**config.mk**
```make
export PLATFORM = sky130hd
export DESIGN_NAME = io_switch_conditioner_flat
export DESIGN_NICKNAME = d
export VERILOG_FILES = /design/src/rtl/io_switch_conditioner_if.sv /design/src/rtl/io_switch_conditioner.sv /design/src/flat_wrapper.sv
export SDC_FILE = /design/constraint.sdc
export NUM_CORES = 1
export LEC_CHECK = 0
export ABC_AREA = 1
export BUFFER_PORTS_ARGS = -buffer_cell sky130_fd_sc_hd__buf_2
export CORE_MARGIN = 2
export CORE_UTILIZATION = 61
export DETAILED_ROUTE_END_ITERATION = 10
export PLACE_DENSITY = 0.83
export SYNTH_ARGS = -nofsm -noshare
export SYNTH_HDL_FRONTEND = slang
export SYNTH_SLANG_ARGS = --single-unit
```
**constraint.sdc**
```tcl
create_clock -name clock -period 1.9 [get_ports clock]
set_input_delay 0.38 -clock clock [delete_from_list [all_inputs] [get_ports clock]]
set_output_delay 0.38 -clock clock [all_outputs]
set_load 0.02 [all_outputs]
```
**src/rtl/io_switch_conditioner_if.sv**
```systemverilog
// Board I/O bundle between the raw switch/button pins and the CPU read path.
// Carries raw inputs in, conditioned operand words out.
interface io_switch_conditioner_if;
    logic [9:0]  sw;
    logic        key0_n;
    logic        clr_event;
    logic [31:0] in_port0;
    logic [31:0] in_port1;

    modport master (
        output sw,
        output key0_n,
        output clr_event,
        input  in_port0,
        input  in_port1
    );

    modport slave (
        input  sw,
        input  key0_n,
        input  clr_event,
        output in_port0,
        output in_port1
    );
endinterface

```
**src/rtl/io_switch_conditioner.sv**
```systemverilog
// Synchronizes and debounces slide switches (and optionally KEY0) into CPU operand words.
// Optional feature macro: IO_KEY_EVENT_EN adds KEY0 debounce and a sticky press-event flag.
module io_switch_conditioner #(
    parameter int DEBOUNCE_CYCLES = 50000,
    parameter int CNT_W           = 16
) (
    input  logic                   clock,
    input  logic                   resetn,
    io_switch_conditioner_if.slave bus
);

`ifdef IO_KEY_EVENT_EN
    localparam int            NB      = 11;
    localparam logic [NB-1:0] RST_VAL = 11'h400;
`else
    localparam int            NB      = 10;
    localparam logic [NB-1:0] RST_VAL = 10'h000;
`endif

    localparam logic [CNT_W-1:0] CNT_MAX = CNT_W'(DEBOUNCE_CYCLES - 1);

    logic [NB-1:0]    raw;
    logic [NB-1:0]    sync1_d, sync1_q;
    logic [NB-1:0]    sync2_d, sync2_q;
    logic [NB-1:0]    stable_d, stable_q;
    logic [CNT_W-1:0] cnt_d [NB];
    logic [CNT_W-1:0] cnt_q [NB];

`ifdef IO_KEY_EVENT_EN
    assign raw = {bus.key0_n, bus.sw};
`else
    assign raw = bus.sw;
`endif

    // Two-flop synchronizer chain for every raw pin
    always_comb begin
        sync1_d = raw;
        sync2_d = sync1_q;
    end

    // Per-bit debounce: count consecutive disagreeing samples, commit on the last one
    always_comb begin
        stable_d = stable_q;
        for (int i = 0; i < NB; i++) begin
            cnt_d[i] = '0;
            if (sync2_q[i] != stable_q[i]) begin
                if (cnt_q[i] == CNT_MAX) begin
                    stable_d[i] = sync2_q[i];
                end else begin
                    cnt_d[i] = cnt_q[i] + CNT_W'(1);
                end
            end
        end
    end

    // Synchronizer, stable and counter registers
    always_ff @(posedge clock or negedge resetn) begin
        if (!resetn) begin
            sync1_q  <= RST_VAL;
            sync2_q  <= RST_VAL;
            stable_q <= RST_VAL;
            for (int i = 0; i < NB; i++) begin
                cnt_q[i] <= '0;
            end
        end else begin
            sync1_q  <= sync1_d;
            sync2_q  <= sync2_d;
            stable_q <= stable_d;
            for (int i = 0; i < NB; i++) begin
                cnt_q[i] <= cnt_d[i];
            end
        end
    end

`ifdef IO_KEY_EVENT_EN
    logic flag_d, flag_q;
    logic press;

    // A debounced 1->0 on the key sets the flag; set beats a same-edge clear
    always_comb begin
        press  = stable_q[10] & ~stable_d[10];
        flag_d = press | (flag_q & ~bus.clr_event);
    end

    // Sticky press-event flag register
    always_ff @(posedge clock or negedge resetn) begin
        if (!resetn) begin
            flag_q <= 1'b0;
        end else begin
            flag_q <= flag_d;
        end
    end

    // Operand words come straight from registers only
    always_comb begin
        bus.in_port0 = {flag_q, ~stable_q[10], 25'b0, stable_q[4:0]};
        bus.in_port1 = {27'b0, stable_q[9:5]};
    end
`else
    logic unused_key_pins;
    assign unused_key_pins = bus.key0_n ^ bus.clr_event;

    // Operand words come straight from registers only
    always_comb begin
        bus.in_port0 = {27'b0, stable_q[4:0]};
        bus.in_port1 = {27'b0, stable_q[9:5]};
    end
`endif

endmodule

```
**src/flat_wrapper.sv**
```systemverilog
// flat-port wrapper written by rule: the top's interface ports become plain ports
module io_switch_conditioner_flat 
#(
    parameter int DEBOUNCE_CYCLES = 50000,
    parameter int CNT_W           = 16
)
  (clock, resetn, bus_sw, bus_key0_n, bus_clr_event, bus_in_port0, bus_in_port1);
  io_switch_conditioner_if bus_i ();
  input  logic clock;
  input  logic resetn;
  input wire logic [$bits(bus_i.sw)-1:0] bus_sw;
  input wire logic [$bits(bus_i.key0_n)-1:0] bus_key0_n;
  input wire logic [$bits(bus_i.clr_event)-1:0] bus_clr_event;
  output wire logic [$bits(bus_i.in_port0)-1:0] bus_in_port0;
  output wire logic [$bits(bus_i.in_port1)-1:0] bus_in_port1;
  assign bus_i.sw = bus_sw;
  assign bus_i.key0_n = bus_key0_n;
  assign bus_i.clr_event = bus_clr_event;
  assign bus_in_port0 = bus_i.in_port0;
  assign bus_in_port1 = bus_i.in_port1;
  io_switch_conditioner #(.DEBOUNCE_CYCLES(DEBOUNCE_CYCLES), .CNT_W(CNT_W)) u_core (.clock(clock), .resetn(resetn), .bus(bus_i));
endmodule
```
==> results.toml <==
[run_status]
outcome = "completed"

[pwr]
power.share.sequential_pct = 51.5
clkPwrFrac_pct = 43.5
power_leakage_nw = 5.42
finalPower_mw = 8.12
p_sw_mw = 1.87
p_int_mw = 6.25
sw_frac_of_total_pct = 23.0
power_frac_comb_pct = 5.0
peakVddDrop_mv = 0.682
power_density_nw_per_um2 = 726

[global_route]
grt_usage_pct = 22.6
grt_pass1_wl_um = 33700
grt_max_degree = 48
first_global_vias = 7768
grt_overflow_total = 0
grt_antenna_before_repair = 0

[finish]
nets = 1387
fillCellCount = 1328
area_delta_synth_final_pct = 8.16
drive_gt1_share_pct = 9.24
final_cell_mix = "324 x nor2_1, 247 x nand2_1, 190 x dfrtp_1"
final_common_cell = "nor2_1"
n_antenna_cell = 0

[synthesis]
syn_inst = 1319
synth_area_um2 = 10300
synth_cell_types = 29
synth_top_area_share_pct = 46.0
yosys_warnings = 0
synth_top_cell_by_area = "dfrtp_1"
synth_area_per_cell_um2 = 7.84
ys_ff_latch = 190
synth.area.top_cells = "dfrtp_1 46%, nor2_1 12%, nand2_1 9.0%"
seq_area_frac_synth_pct = 46.0

[sta]
fin_crit_sh_pct = 85.1
drv_slew = 0
tns_ns = 0
finalHoldViolations = 0
final-setup-viol-count = 0
clock-skew-final_ns = 0.0118
layout_min_cycle_time_ns = 1.62
holdWs_ns = 0.0484
fmax_mhz = 619
grt_setup_unrepaired = "no"

[route]
drt-total-wl_um = 19400
first_iter_violations = 661
postRouteAntennaNets = 0
first_pass_iters = 5
vias = 8251
drc_errors = 0
vias_per_cell = 5.17
routedWlPerCell_um = 12.2

[clock_network]
clk_pin_slew_ns = 0.07
clockRootBuffer = "clkbuf_16"
hold_buffers = 1
clk_latency_ns = 0.44
htreeDepth = 4
cts_buffer_depth = 2
cts_setup_buffers = 0
cts_buffers = 17
cts_tree = "done"
numClockSinks = 190
postCtsResizedCells = 0

[die]
core_um2 = 16600
rows = 47
ioPinCount = 78
dieArea_um2 = 18000
start_util_pct = 62.4
die_x_um = 134
die_h_um = 134

[setup_path]
r2r_setup_slack_ns = 0.28
cp-start-kind = "register"
cp_cell_sequence = "ha_1 -> nand3_2 -> nor3_2 -> nand2_1 -> nand2_2 -> a21oi_1"
worst-setup-path-type = "reg -> reg"
required_ns = 2.21
crit_slowest_cell = "dfrtp_1"
cp.arrival_ns = 1.93
cp_max_fo = 7
end_kind = "register"
max_stage_delay_ns = 0.38

[run]
drv_cap = 0

[placed_design]
hpwl_um = 14000
gp_congestion = 0.912
io_buffer_count = 21

[worst_hold_path]
hold_path_class = "in -> reg"
-- flip-flops by register name (all words and copies together) (netlist names) --
signal and flops:
u_core.cnt_q 160, u_core.stable_q 10, u_core.sync1_q 10, u_core.sync2_q 10
-- metrics by stage --
| stage | util [%] | cells | cell area (um^2) | worst slack (ns) |
|---|---|---|---|---|
| final | 67.4 | 1595 | 11200 | 0.284 |
| after global routing | 67.4 | 1595 | 11200 | 0.156 |
| after CTS | 67.4 | 1595 | 11200 | 0.295 |
| after detailed placement | 63.9 | 1563 | 10600 | 0.325 |
| after global placement | 63.9 | 1563 | 10600 | 0.390 |
| after floorplan | - | 1372 | 10500 | 0.611 |
-- layer usage --
metal / GRT usage (%) / wire (um) / vias to the layer above
li1: - / - / 4143
met1: 29.4 / 8730 / 3843
met2: 38.0 / 9430 / 230
met3: 4.31 / 925 / 35
met4: 8.30 / 355 / 0
met5: 0 / 0 / -
-- power by group through the flow --
stage               sequential, mW  clock [mW]  combinational, mW
finish                        4.18        3.53              0.404
global route                  4.19        3.76              0.465
CTS                           4.19        3.60              0.412
detailed placement            4.26           0              0.407
global placement              4.26           0              0.395
floorplan                     4.25           0              0.340
-- cells in the mapped netlist --
master and number:
conb_1 1, nand2_2 20, nand3_1 99, inv_1 141
ha_1 10, nor2_2 11, o21bai_1 13, xor2_2 5
inv_2 5, nand3_2 12, xor2_1 43, nand2_1 247
nand4_1 31, nand2_4 2, nor3_1 5, xnor2_1 21
o21ai_0 15, nor2_1 324, buf_4 54, a21o_1 4
a21oi_1 29, a31oi_1 13, o21ai_1 3, nand3b_1 2
dfrtp_1 190, nor3_4 2, nor3b_2 3, nor3_2 13
nor3b_1 1
-- worst max-delay path: cells and delay by family, from the launching register on --
kind,cells,cell delay [ns]
AND/OR/NAND/NOR,4,0.77
AO/OA/AOI/OAI,1,0.06
flip-flops,1,0.38
adder cells (fa/ha/maj),1,0.27
-- path summary, 6_finish.rpt --
kind	startpoint	endpoint	cells after the start
max	u_core.cnt_q[64]	u_core.cnt_q[75]	6
min	bus_sw[1]	u_core.sync1_q[1]	1
max reg2reg	u_core.cnt_q[64]	u_core.cnt_q[75]	6
min reg2reg	u_core.sync1_q[0]	u_core.sync2_q[0]	0
max in group asynchronous	resetn	u_core.sync1_q[1]	3
min in group asynchronous	resetn	u_core.sync2_q[5]	2
-- kinds of logic (layout without fill, tap and decap cells) --
logic type      after synthesis  count (layout)  share of synthesized area (%)
simple gates                772             772                           33.0
fa+ha+maj                    10              10                           1.21
other cells                   1              54                         0.0363
flops                       190             190                           46.0
xor+xnor                     69              69                           6.21
compound gates               77              77                           4.30
buf+inv                     200             203                           9.22
-- area by class of cell --
type	instances	area, um^2	share of cell area, %
multi-input cells	982	4830	43.2
clock buffers	22	474	4.24
well taps	220	275	2.46
repair buffers	26	191	1.71
inverters	146	548	4.90
clock inverters	9	109	0.973
flip-flops and latches	190	4750	42.5
(Power assumes the default switching activity.)
